<file path="src/rtl/alu_cmd_driver.sv">
// ---------------------------------------------------------------------------
// alu_cmd_driver
//
// Purpose: command initiator for an ALU operand/opcode port. Commands come in
// over a valid/ready stream and are queued in a small FIFO. They are issued
// one at a time as a single-cycle ALU_en pulse. The ALU result C is captured
// after ALU_LAT cycles and returned over a valid/ready result stream with a
// 4-bit sequence tag.
//
// Parameters:
//   DATA_W  - operand/result width
//   DEPTH   - command FIFO entries (power of two, >= 2)
//   ALU_LAT - cycles from the ALU_en edge to a valid C (>= 1)
//
// Ports:
//   clk, rst                     clock, asynchronous active-high reset
//   cmd_valid/cmd_ready          command handshake
//   cmd_a, cmd_b                 operands
//   cmd_a_en, cmd_b_en           A-group / B-group select
//   cmd_a_op, cmd_b_op           A-group / B-group opcodes
//   A, B, ALU_en, a_en, b_en,
//   a_op, b_op                   ALU input drive
//   C                            ALU result
//   res_valid/res_ready          result handshake
//   res_data, res_tag            captured C and sequence tag (mod 16)
//   op_count                     (ALU_DRV_CNT_EN only) saturating issue count
//
// Build option: define ALU_DRV_CNT_EN to add the op_count output.
// ---------------------------------------------------------------------------
module alu_cmd_driver #(
   parameter int DATA_W  = 8,
   parameter int DEPTH   = 4,
   parameter int ALU_LAT = 1
) (
   input  logic              clk,
   input  logic              rst,
   input  logic              cmd_valid,
   output logic              cmd_ready,
   input  logic [DATA_W-1:0] cmd_a,
   input  logic [DATA_W-1:0] cmd_b,
   input  logic              cmd_a_en,
   input  logic              cmd_b_en,
   input  logic [2:0]        cmd_a_op,
   input  logic [1:0]        cmd_b_op,
   output logic [DATA_W-1:0] A,
   output logic [DATA_W-1:0] B,
   output logic              ALU_en,
   output logic              a_en,
   output logic              b_en,
   output logic [2:0]        a_op,
   output logic [1:0]        b_op,
   input  logic [DATA_W-1:0] C,
   output logic              res_valid,
   input  logic              res_ready,
   output logic [DATA_W-1:0] res_data,
   output logic [3:0]        res_tag
`ifdef ALU_DRV_CNT_EN
   ,
   output logic [15:0]       op_count
`endif
);

   localparam int AW = (DEPTH > 1) ? $clog2(DEPTH) : 1;
   localparam int CW = (ALU_LAT > 1) ? $clog2(ALU_LAT + 1) : 1;

   localparam logic [1:0] ST_IDLE  = 2'd0;
   localparam logic [1:0] ST_ISSUE = 2'd1;
   localparam logic [1:0] ST_WAIT  = 2'd2;
   localparam logic [1:0] ST_RESP  = 2'd3;

   typedef struct packed {
      logic [2:0]        a_op;
      logic [1:0]        b_op;
      logic              a_en;
      logic              b_en;
      logic [DATA_W-1:0] a;
      logic [DATA_W-1:0] b;
   } cmd_t;

   // ---------------- command FIFO ----------------
   cmd_t          mem [DEPTH];
   logic [AW:0]   wr_ptr_reg;
   logic [AW:0]   rd_ptr_reg;
   logic          full;
   logic          empty;
   logic          push;
   logic          pop;
   cmd_t          cmd_word;
   cmd_t          head;

   // Pointers carry an extra MSB: equal low bits with differing MSB means full.
   assign full  = (wr_ptr_reg[AW] != rd_ptr_reg[AW]) &&
                  (wr_ptr_reg[AW-1:0] == rd_ptr_reg[AW-1:0]);
   assign empty = (wr_ptr_reg == rd_ptr_reg);

   // Readiness depends only on the registered fill level, so a pop in the
   // same cycle never opens a slot for that cycle's push.
   assign cmd_ready = !rst && !full;
   assign push      = cmd_valid && cmd_ready;

   assign cmd_word = '{a_op: cmd_a_op, b_op: cmd_b_op, a_en: cmd_a_en,
                       b_en: cmd_b_en, a: cmd_a, b: cmd_b};
   assign head     = mem[rd_ptr_reg[AW-1:0]];

   // Storage has no reset; only the pointers define which entries are live.
   always_ff @(posedge clk) begin
      if (push) begin
         mem[wr_ptr_reg[AW-1:0]] <= cmd_word;
      end
   end

   // ---------------- issue FSM ----------------
   logic [1:0]        state_reg;
   logic [CW-1:0]     cnt_reg;
   logic [DATA_W-1:0] a_reg;
   logic [DATA_W-1:0] b_reg;
   logic              a_en_reg;
   logic              b_en_reg;
   logic [2:0]        a_op_reg;
   logic [1:0]        b_op_reg;
   logic [DATA_W-1:0] res_data_reg;
   logic [3:0]        tag_reg;

   assign pop = (state_reg == ST_IDLE) && !empty;

   always_ff @(posedge clk or posedge rst) begin
      if (rst) begin
         wr_ptr_reg   <= '0;
         rd_ptr_reg   <= '0;
         state_reg    <= ST_IDLE;
         cnt_reg      <= '0;
         a_reg        <= '0;
         b_reg        <= '0;
         a_en_reg     <= 1'b0;
         b_en_reg     <= 1'b0;
         a_op_reg     <= '0;
         b_op_reg     <= '0;
         res_data_reg <= '0;
         tag_reg      <= '0;
      end else begin
         if (push) begin
            wr_ptr_reg <= wr_ptr_reg + (AW+1)'(1);
         end

         case (state_reg)
            ST_IDLE: begin
               if (pop) begin
                  rd_ptr_reg <= rd_ptr_reg + (AW+1)'(1);
                  a_reg      <= head.a;
                  b_reg      <= head.b;
                  a_en_reg   <= head.a_en;
                  b_en_reg   <= head.b_en;
                  a_op_reg   <= head.a_op;
                  b_op_reg   <= head.b_op;
                  state_reg  <= ST_ISSUE;
               end
            end
            ST_ISSUE: begin
               cnt_reg   <= CW'(ALU_LAT);
               state_reg <= ST_WAIT;
            end
            ST_WAIT: begin
               // The counter sits at 1 in the last WAIT cycle; C is valid
               // at the edge that ends it.
               if (cnt_reg == CW'(1)) begin
                  res_data_reg <= C;
                  a_en_reg     <= 1'b0;
                  b_en_reg     <= 1'b0;
                  state_reg    <= ST_RESP;
               end else begin
                  cnt_reg <= cnt_reg - CW'(1);
               end
            end
            default: begin // ST_RESP
               if (res_ready) begin
                  tag_reg   <= tag_reg + 4'd1;
                  state_reg <= ST_IDLE;
               end
            end
         endcase
      end
   end

   // Operands and opcodes stay at their last issued values so the ALU never
   // sees them move while it is computing.
   assign A         = a_reg;
   assign B         = b_reg;
   assign a_en      = a_en_reg;
   assign b_en      = b_en_reg;
   assign a_op      = a_op_reg;
   assign b_op      = b_op_reg;
   assign ALU_en    = (state_reg == ST_ISSUE);
   assign res_valid = (state_reg == ST_RESP);
   assign res_data  = res_data_reg;
   assign res_tag   = tag_reg;

`ifdef ALU_DRV_CNT_EN
   logic [15:0] op_count_reg;

   always_ff @(posedge clk or posedge rst) begin
      if (rst) begin
         op_count_reg <= '0;
      end else if ((state_reg == ST_ISSUE) && (op_count_reg != 16'hFFFF)) begin
         op_count_reg <= op_count_reg + 16'd1;
      end
   end

   assign op_count = op_count_reg;
`endif

endmodule

</file>
<file path="config.mk">
export PLATFORM = sky130hd
export DESIGN_NAME = alu_cmd_driver
export DESIGN_NICKNAME = d
export VERILOG_FILES = /design/src/rtl/alu_cmd_driver.sv
export SDC_FILE = /design/constraint.sdc
export NUM_CORES = 1
export LEC_CHECK = 0
export ABC_AREA = 1
export ABC_CLOCK_PERIOD_IN_PS = 2500
export CAP_MARGIN = 5
export CORE_MARGIN = 2
export CORE_UTILIZATION = 51
export CTS_BUF_LIST = sky130_fd_sc_hd__clkbuf_8
export CTS_CLUSTER_DIAMETER = 120
export DETAILED_ROUTE_END_ITERATION = 10
export GPL_ROUTABILITY_DRIVEN = 0
export PLACE_DENSITY = 0.84
export RECOVER_POWER = 100
export REMOVE_ABC_BUFFERS = 1
export SLEW_MARGIN = 20
export SYNTH_ARGS = -nofsm -noshare
export SYNTH_HDL_FRONTEND = slang
export SYNTH_SLANG_ARGS = --single-unit
</file>
<file path="constraint.sdc">
create_clock -name clk -period 2.5 [get_ports clk]
set_clock_uncertainty 0.05 [all_clocks]
set_input_delay 0.5 -clock clk [delete_from_list [all_inputs] [get_ports clk]]
set_output_delay 0.5 -clock clk [all_outputs]
set_load 0.01 [all_outputs]
</file>
Yosys cells after proc, flatten, opt, wreduce, memory -nomap -nowiden --
Memories as Yosys holds them, arrays and structs flattened. Index checks and enable logic that the tools add are counted.
Word-level totals: register bits 44, RAM bits 92, logic and storage cells 56, memories 1, output and inout bits 38
Operators by class: reductions and logical operators 17, add/subtract/negate cells 4, mux-type cells 13, bitwise gates (word level) 1, equality and inequality tests 8
Memories:
- mem | depth 4, bits a word 23, read ports 1, clocked after memory_dff 0, write ports 1, line 81 | cmd_t mem [DEPTH];
Operator list (count):
- adder 3 x 1 -> 3 bit, second input constant | 2
- two-way mux 1 bit | 6
- two-way mux 2 bit | 3
- one-hot mux 1 bit (2 select lines) | 3
- one-hot mux 2 bit (3 select lines) | 1
- AND reduction 2 bit | 3
- AND reduction 3 bit | 2
- adder 4 x 1 -> 4 bit, second input constant | 1
- == test 2 bit, second input constant | 2
- logical AND 1 bit | 4
- != test 2 bit, second input constant | 2
- nonzero test 2 bit | 2
- nonzero test 4 bit | 1
- == test 3 bit | 1
- logical NOT 1 bit | 3
- OR reduction 3 bit | 1
- == test 2 x 1 -> 1 bit, second input constant | 1
- == test 2 bit | 1
- logical NOT 2 bit | 1
- != test 1 bit | 1
- inverter 1 bit | 1
- subtractor 1 bit, second input constant | 1

Longest topological paths before layout --
Gate-level depths: netlist (run 1).
depth in word-level cells 7, depth in mapped cells 8

Least setup slack after synthesis (run 1) --
OpenSTA, ideal clock, no wires.
kind input port to flip-flop, start point input rst, end point memory mem[0][0] (netlist bit), enable pin, library setup time 0.403 ns, data arrival time 2.872 ns, setup slack -0.825 ns, stages 3, cells stage by stage inv_1 > nand3_2 > nor2_1
On the way: longest elaborated chain between the ends 5
RTL lines:
- start: declaration | line 36 | input logic rst,
- logical NOT 1 bit (no line)
- logical AND 1 bit | line 98 | assign cmd_ready = !rst && !full;
- logical AND 1 bit | line 99 | assign push = cmd_valid && cmd_ready;
- two-way mux 1 bit | line 107 | if (push) begin
- two-way mux 1 bit (implied by the code) | line 108 | mem[wr_ptr_reg[AW-1:0]] <= cmd_word;
- end: declaration | line 81
No other way between the ends.

Final worst setup path (run 1) --
start point register wr_ptr_reg[0], end point output cmd_ready
On the way: longest elaborated chain between the ends 4
RTL lines:
- start: declaration | line 82 | logic [AW:0] wr_ptr_reg;
- start signal: assignment | line 142 | wr_ptr_reg <= wr_ptr_reg + (AW+1)'(1);
- == test 2 bit | line 93 | (wr_ptr_reg[AW-1:0] == rd_ptr_reg[AW-1:0]);
- logical AND 1 bit | line 92 | assign full = (wr_ptr_reg[AW] != rd_ptr_reg[AW]) &&
- logical NOT 1 bit | line 98
- logical AND 1 bit | line 98
- end: declaration | line 38 | output logic cmd_ready,
No other way between the ends.

==> results of run 1 <==
[where the power goes]
part / leakage [uW] / internal [uW] / total, uW / switching [uW]
Combinational: 0.00102 / 1420 / 3290 / 1870
Sequential: 0.00134 / 2950 / 3230 / 281
Clock: 0.000202 / 990 / 1800 / 810
Total: 0.00256 / 5360 / 8320 / 2960
[area by class of cell]
type	instances	area [um2]
Timing Repair Buffer	91	878.3
Inverter	18	67.56
Multi-Input combinational cell	261	1381
Clock inverter	11	118.9
Clock buffer	21	289.0
Sequential cell	136	3865
Fill cell	724	3553
Tap cell	136	170.2
[kinds of logic (layout without fill, tap and decap cells)]
logic type	after synthesis	count (layout)	synth area share
compound gates	97	97	0.09511
mux	8	8	0.01662
xor+xnor	7	7	0.01270
simple gates	138	138	0.1055
fa+ha+maj	11	11	0.02539
flops	136	136	0.7128
buf+inv	38	141	0.03185
[worst max-delay path, stage by stage (launching register included)]
cell	delay [ns]
dfrtp_1	0.45
xnor2_2	0.22
nand4_1	0.19
nand2_1	0.10
inv_1	0.04
clkdlybuf4s50_1	0.46
[metal layers]
metal,vias to the layer above,wire length [um]
li1,1712,-
met3,18,779
met5,-,0
met2,170,5882
met1,1756,4627
met4,0,118
[worst paths after layout]
kind	start	to	slack, ns	depth (start not counted)
worst max-delay path	wr_ptr_reg[0]	cmd_ready	0.07	5
worst min-delay path	res_tag[3]	res_tag[3]	0.42	1
worst max register to register	wr_ptr_reg[0]	a_op[0]	0.18	6
worst min register to register	res_tag[3]	res_tag[3]	0.42	1
max in group asynchronous	rst	wr_ptr_reg[1]	0.81	3
min in group asynchronous	rst	cnt_reg	0.60	3
[metrics by stage]
stage	setup TNS, ns	worst slack [ns]
after global routing	-0.07912	-0.05244
after CTS	0	0.03148
after detailed placement	0	0.2495
after global placement	0	0.3132
after floorplan	-75.87	-0.8247
final	0	0.06740
[what timing repair did]
item,CTS,global route
hold buffers,0,0
pin swaps,1,2
gates resized for setup,0,2
buffers inserted,1,4
endpoints found under the setup margin,1,1
[synth_stat cells]
library cell,instances,area [um2]
a21oi_2,1,8.760
nand2_1,32,120.1
clkbuf_1,12,45.04
buf_2,3,15.01
a21oi_1,28,140.1
nand3_4,1,17.52
edfxtp_1,92,2763
nand2_4,1,11.26
nor2_1,92,345.3
xnor2_1,3,26.28
nand3_1,2,10.01
xnor2_2,1,16.27
or2_2,1,6.260
nand3_2,1,10.01
inv_2,2,7.510
mux2_2,8,90.09
ha_1,11,137.6
nand3b_1,1,7.510
buf_4,3,22.52
o22ai_1,21,131.4
xor2_1,3,26.28
o21ai_1,1,5.000
buf_6,2,22.52
dfrtp_1,44,1101
nand2_2,1,6.260
o21ai_0,46,230.2
inv_1,16,60.06
nand4_1,6,37.54
==> summary.md, run 1 <==
| Metric | Value |
|---|---|
| Status | finished clean |
| GRT Util Overall | 0.2100 |
| M3 GR Usage | 0.05350 |
| Placed cells | 637 |
| Hold Path Class | reg2reg |
| VDD IR max | 528.1 uV |
| Rows | 37 |
| Critical path startpoint category | register |
| Share of cells above drive strength 1 | 0.1320 |
| DR pass1 iterations | 5 |
| Synth Area per Inst | 12.46 um2 |
| Dpl cell area | 6346 um2 |
| Gr ovfl total | 0 |
| Routed Antenna Nets | 0 |
| Max reg flops | 92 |
| Total power | 8320 uW |
| Die area | 11470 um2 |
| Met2 Track Usage GR | 0.3558 |
| FMAX | 411.1 MHz |
| Post-layout util | 0.6558 |
| DRC | 0 |
| CTS Buffer Depth | 2 |
| Final hold vios | 0 |
| Max-Cap Viols | 0 |
| Port Buffers | 72 |
| CP Data Required Time | 1.95 ns |
| Global route hottest layer | met2 |
| Count of final setup violators | 0 |
| Chip width | 107.1 um |
| Design Area, Final | 6770 um2 |
| Min cycle time layout | 2.433 ns |
| Hold Slack | 0.4163 ns |
| Core footprint | 10320 um2 |
| Pin count of the biggest net entering global routing | 51 |
| Avg WL per Cell | 16.92 um |
| Commonest non-fill, non-tap cell in the layout | edfxtp_1 |
| Tightest Pin Transition | 1.067 ns |
| Vias per cell | 5.424 |
| CTS root buf | clkbuf_8 |
| Worst EP arrival | 1.88 ns |
| Worst setup EP type | primary output |
| Tcrit/Tclk final | 0.9730 |
| Die Height | 107.1 um |
| H-tree lvl count | 4 |
| # IOs | 73 |
| Yosys reg bits | 136 |
| Power per Cell Area | 1229 nW/um2 |
| First-pass GRT wire length | 18.35 mm |
| Yosys warnings | 0 |
| Critical path class | reg2out |
| Non-Filler Instances | 674 |
| Detailed Route WL | 11.41 mm |
| Final net count | 571 |
| ANT cells | 0 |
| Final Max Tran Viols | 0 |
| Number of global-route vias before repair | 3717 |
| TritonCTS clock tree | done |
| Synthesized area | 5420 um2 |
| Initial Util | 0.5250 |
| Post-Synthesis Cells | 435 |
| Final HPWL DP | 7.157 mm |
| TritonCTS Sinks | 136 |
| GRT met1 Usage | 0.2630 |
| Synthesis-to-finish area growth | 24.91% |
| Worst-path maximum fanout | 5 |
| Cts bufs inserted | 17 |
| Static leakage | 0.002561 uW |
| Initial drt markers | 259 |
| Clk slew on worst S/H paths | 0.07 ns |
| Worst skew pair latency | 0.42 ns |
| Slew headroom | 0.2889 |
| Vias | 3656 |
| Initial antenna violation count | 0 |
| Commonest non-fill, non-tap cells in the layout | edfxtp_1 (92), nor2_1 (88), clkdlybuf4s50_1 (48), o21ai_0 (46), dfrtp_1 (43) |
| Register area share after synthesis | 0.7128 |
| Synth cell types | 28 |
Power figures use the tool's default switching activity.
==> inputs of run 2 (changes only) <==
==> constraint.sdc (replaced) <==
create_clock -name clk -period 2.5 [get_ports clk]
set_clock_uncertainty 0.05 [all_clocks]
set_input_delay 0.375 -clock clk [delete_from_list [all_inputs] [get_ports clk]]
set_output_delay 0.375 -clock clk [all_outputs]
set_load 0.01 [all_outputs]
==> run 2 against run 1 <==
Against the previous run:
- final area is 1.1% lower
- utilization is 0.74 points lower
- wire length is 0.63% lower
- worst setup slack better by 0.12 ns
- clock power hardly changed
- critical path depth is 2 higher
- highest routed layer unchanged
==> summary.md, run 2 (same netlist as run 1, synthesis figures left out) <==
| Metric | Value |
|---|---|
| Status | finished clean (unchanged) |
| Non-Filler Instances | 668 (was 674) |
| R2R depth | 7 (was 6) |
| DRC | 0 (unchanged) |
| TritonCTS clock tree | done (unchanged) |
| DRT met1 WL | 4.571 mm (was 4.627 mm) |
| Slew headroom | 0.1363 (was 0.2889) |
| TritonCTS Sinks | 136 (unchanged) |
| Tcrit/Tclk final | 0.9265 (was 0.9730) |
| CP Data Required Time | 2.81 ns (was 1.95 ns) |
| Max reg flops | 92 (unchanged) |
| Static leakage | 0.002533 uW (was 0.002561 uW) |
| Count of final setup violators | 0 (unchanged) |
| # IOs | 73 (unchanged) |
| Number of global-route vias before repair | 3784 (was 3717) |
| Final Max Tran Viols | 0 (unchanged) |
| Routed met3 length | 915 um (was 779 um) |
| Vias per cell | 5.467 (was 5.424) |
| Reg2Reg Capture Point | B[2] (was a_op[0]) |
| Final hold vios | 0 (unchanged) |
| Rows | 37 (unchanged) |
| Hold Path Class | in2async (was reg2reg) |
| Worst setup EP type | register (was primary output) |
| Critical path startpoint category | register (unchanged) |
| Total power | 8133 uW (was 8320 uW) |
| Final net count | 565 (was 571) |
| Commonest non-fill, non-tap cell in the layout | edfxtp_1 (unchanged) |
| Internal reg-to-reg setup slack | 0.18 ns (about the same) |
| CP max-delay cell | nand2_2 (was clkdlybuf4s50_1) |
| Cts bufs inserted | 17 (unchanged) |
| Initial drt markers | 334 (was 259) |
| GRT Util Overall | 0.2130 (was 0.2100) |
| Synthesis-to-finish area growth | 23.50% (was 24.91%) |
| Met2 wire len | 5.623 mm (was 5.882 mm) |
| Worst skew pair latency | 0.44 ns (was 0.42 ns) |
| CTS root buf | clkbuf_8 (unchanged) |
| Commonest non-fill, non-tap cells in the layout | edfxtp_1 (92), nor2_1 (89), dlygate4sd3_1 (61), o21ai_0 (46), dfrtp_1 (44) (was edfxtp_1 (92), nor2_1 (88), clkdlybuf4s50_1 (48), o21ai_0 (46), dfrtp_1 (43)) |
| Setup ws final | 0.1837 ns (was 0.06740 ns) |
| VDD IR max | 550.0 uV (was 528.1 uV) |
| Worst EP arrival | 2.63 ns (was 1.88 ns) |
| Reg2Reg Launch Point | wr_ptr_reg[1] (was wr_ptr_reg[0]) |
| DR pass1 iterations | 5 (unchanged) |
| Critical Path Start | wr_ptr_reg[1] (was wr_ptr_reg[0]) |
| Pin count of the biggest net entering global routing | 51 (unchanged) |
| Hold Slack | 0.2070 ns (was 0.4163 ns) |
| Core footprint | 10320 um2 (unchanged) |
| Unrepaired setup endpoints after global routing | false |
| Share of cells above drive strength 1 | 0.1147 (was 0.1320) |
| Final HPWL DP | 7.006 mm (was 7.157 mm) |
| Setup WS pre-CTS | 0.4548 ns (was 0.2495 ns) |
| CP delay by family, top | simple AND/OR/NAND/NOR gates (was buffers and inverters) |
| CP peak stage delay | 0.71 ns (was 0.46 ns) |
| Routed Antenna Nets | 0 (unchanged) |
| Clk slew on worst S/H paths | 0.08 ns (was 0.07 ns) |
| Tightest Pin Transition | 1.296 ns (was 1.067 ns) |
| Chip width | 107.1 um (unchanged) |
| Avg WL per Cell | 16.97 um (was 16.92 um) |
| Worst Path Buf+Inv | 1 (was 2) |
| Min cycle time layout | 2.316 ns (was 2.433 ns) |
| ANT cells | 0 (unchanged) |
| Worst-path maximum fanout | 26 (was 5) |
| Port Buffers | 72 (unchanged) |
| Max-Cap Viols | 0 (unchanged) |
| Die Height | 107.1 um (unchanged) |
| Gr ovfl total | 0 (unchanged) |
| Placed cells | 635 (was 637) |
| Critical Path Stages | 7 (was 5) |
| Critical path class | reg2reg (was reg2out) |
| CP Cell Sequence | inv_1, nand2_1, nand2_2, nand3_2, nand2_2, nor2_1, nor2_1 (was xnor2_2, nand4_1, nand2_1, inv_1, clkdlybuf4s50_1) |
| Initial antenna violation count | 0 (unchanged) |
| H-tree lvl count | 4 (unchanged) |
| Top Metal Used | met4 (unchanged) |
| First-pass GRT wire length | 18.38 mm (was 18.35 mm) |
| Power per Cell Area | 1215 nW/um2 (was 1229 nW/um2) |
| Vias | 3652 (was 3656) |
| CTS Buffer Depth | 2 (unchanged) |
| FMAX | 431.7 MHz (was 411.1 MHz) |
| Detailed Route WL | 11.34 mm (was 11.41 mm) |
| Die area | 11470 um2 (unchanged) |
| Initial Util | 0.5250 (unchanged) |
==> run 2: cell count changes in the layout (fill, tap and decap cells not counted), sizes merged <==
cell | before | now
dlygate4sd3 | 24 | 61
clkinv | 4 | 8
clkbuf | 24 | 25
buf | 16 | 6
clkdlybuf4s50 | 48 | 11
inv | 20 | 18
bufinv | 2 | 3
==> run 2: layout make-up <==
class,instances,area [um2]
Sequential cell,136,3864
Clock inverter,14,156.4
Clock buffer,18,247.7
Timing Repair Buffer,85,814.5
Multi-Input combinational cell,261,1374
Inverter,18,67.56
Fill cell,751,3630
Tap cell,136,170.2
==> run 2: stage by stage <==
stage | utilization | TNS, ns | instance area (um2)
final | 0.6484 | 0 | 6694
after global routing | 0.6484 | 0 | 6694
after CTS | 0.6519 | 0 | 6730
after detailed placement | 0.6120 | 0 | 6319
after global placement | 0.6120 | 0 | 6319
after floorplan | - | -64.37 | 5315
==> run 2: worst max-delay path by stage <==
stage	to	slack, ns
global route	mem[3][11]	0.005
floorplan	mem[0][0]	-0.70
global placement	cmd_ready	0.53
finish	B[2]	0.18
CTS	cmd_ready	0.12
detailed placement	cmd_ready	0.45
==> run 2: where the power goes <==
part           internal, uW  leakage (uW)  switching, uW
clock network           999      0.000204            817
logic                  1240      0.000989           1860
registers              2950       0.00134            268
total                  5190       0.00253           2940
==> run 2: metal layers <==
metal	vias to the layer above	track usage
li1	1697	-
met1	1753	0.2679
met2	178	0.3486
met3	24	0.05775
met4	0	0.09091
met5	-	0
==> run 2: repair_timing <==
item	4_1_cts	5_1_grt
hold endpoints to repair	0	0
pin swaps	1	1
buffers inserted	1	0
cloned	0	0
gates resized for setup	0	0
endpoints found under the setup margin	1	1
hold buffers	0	0
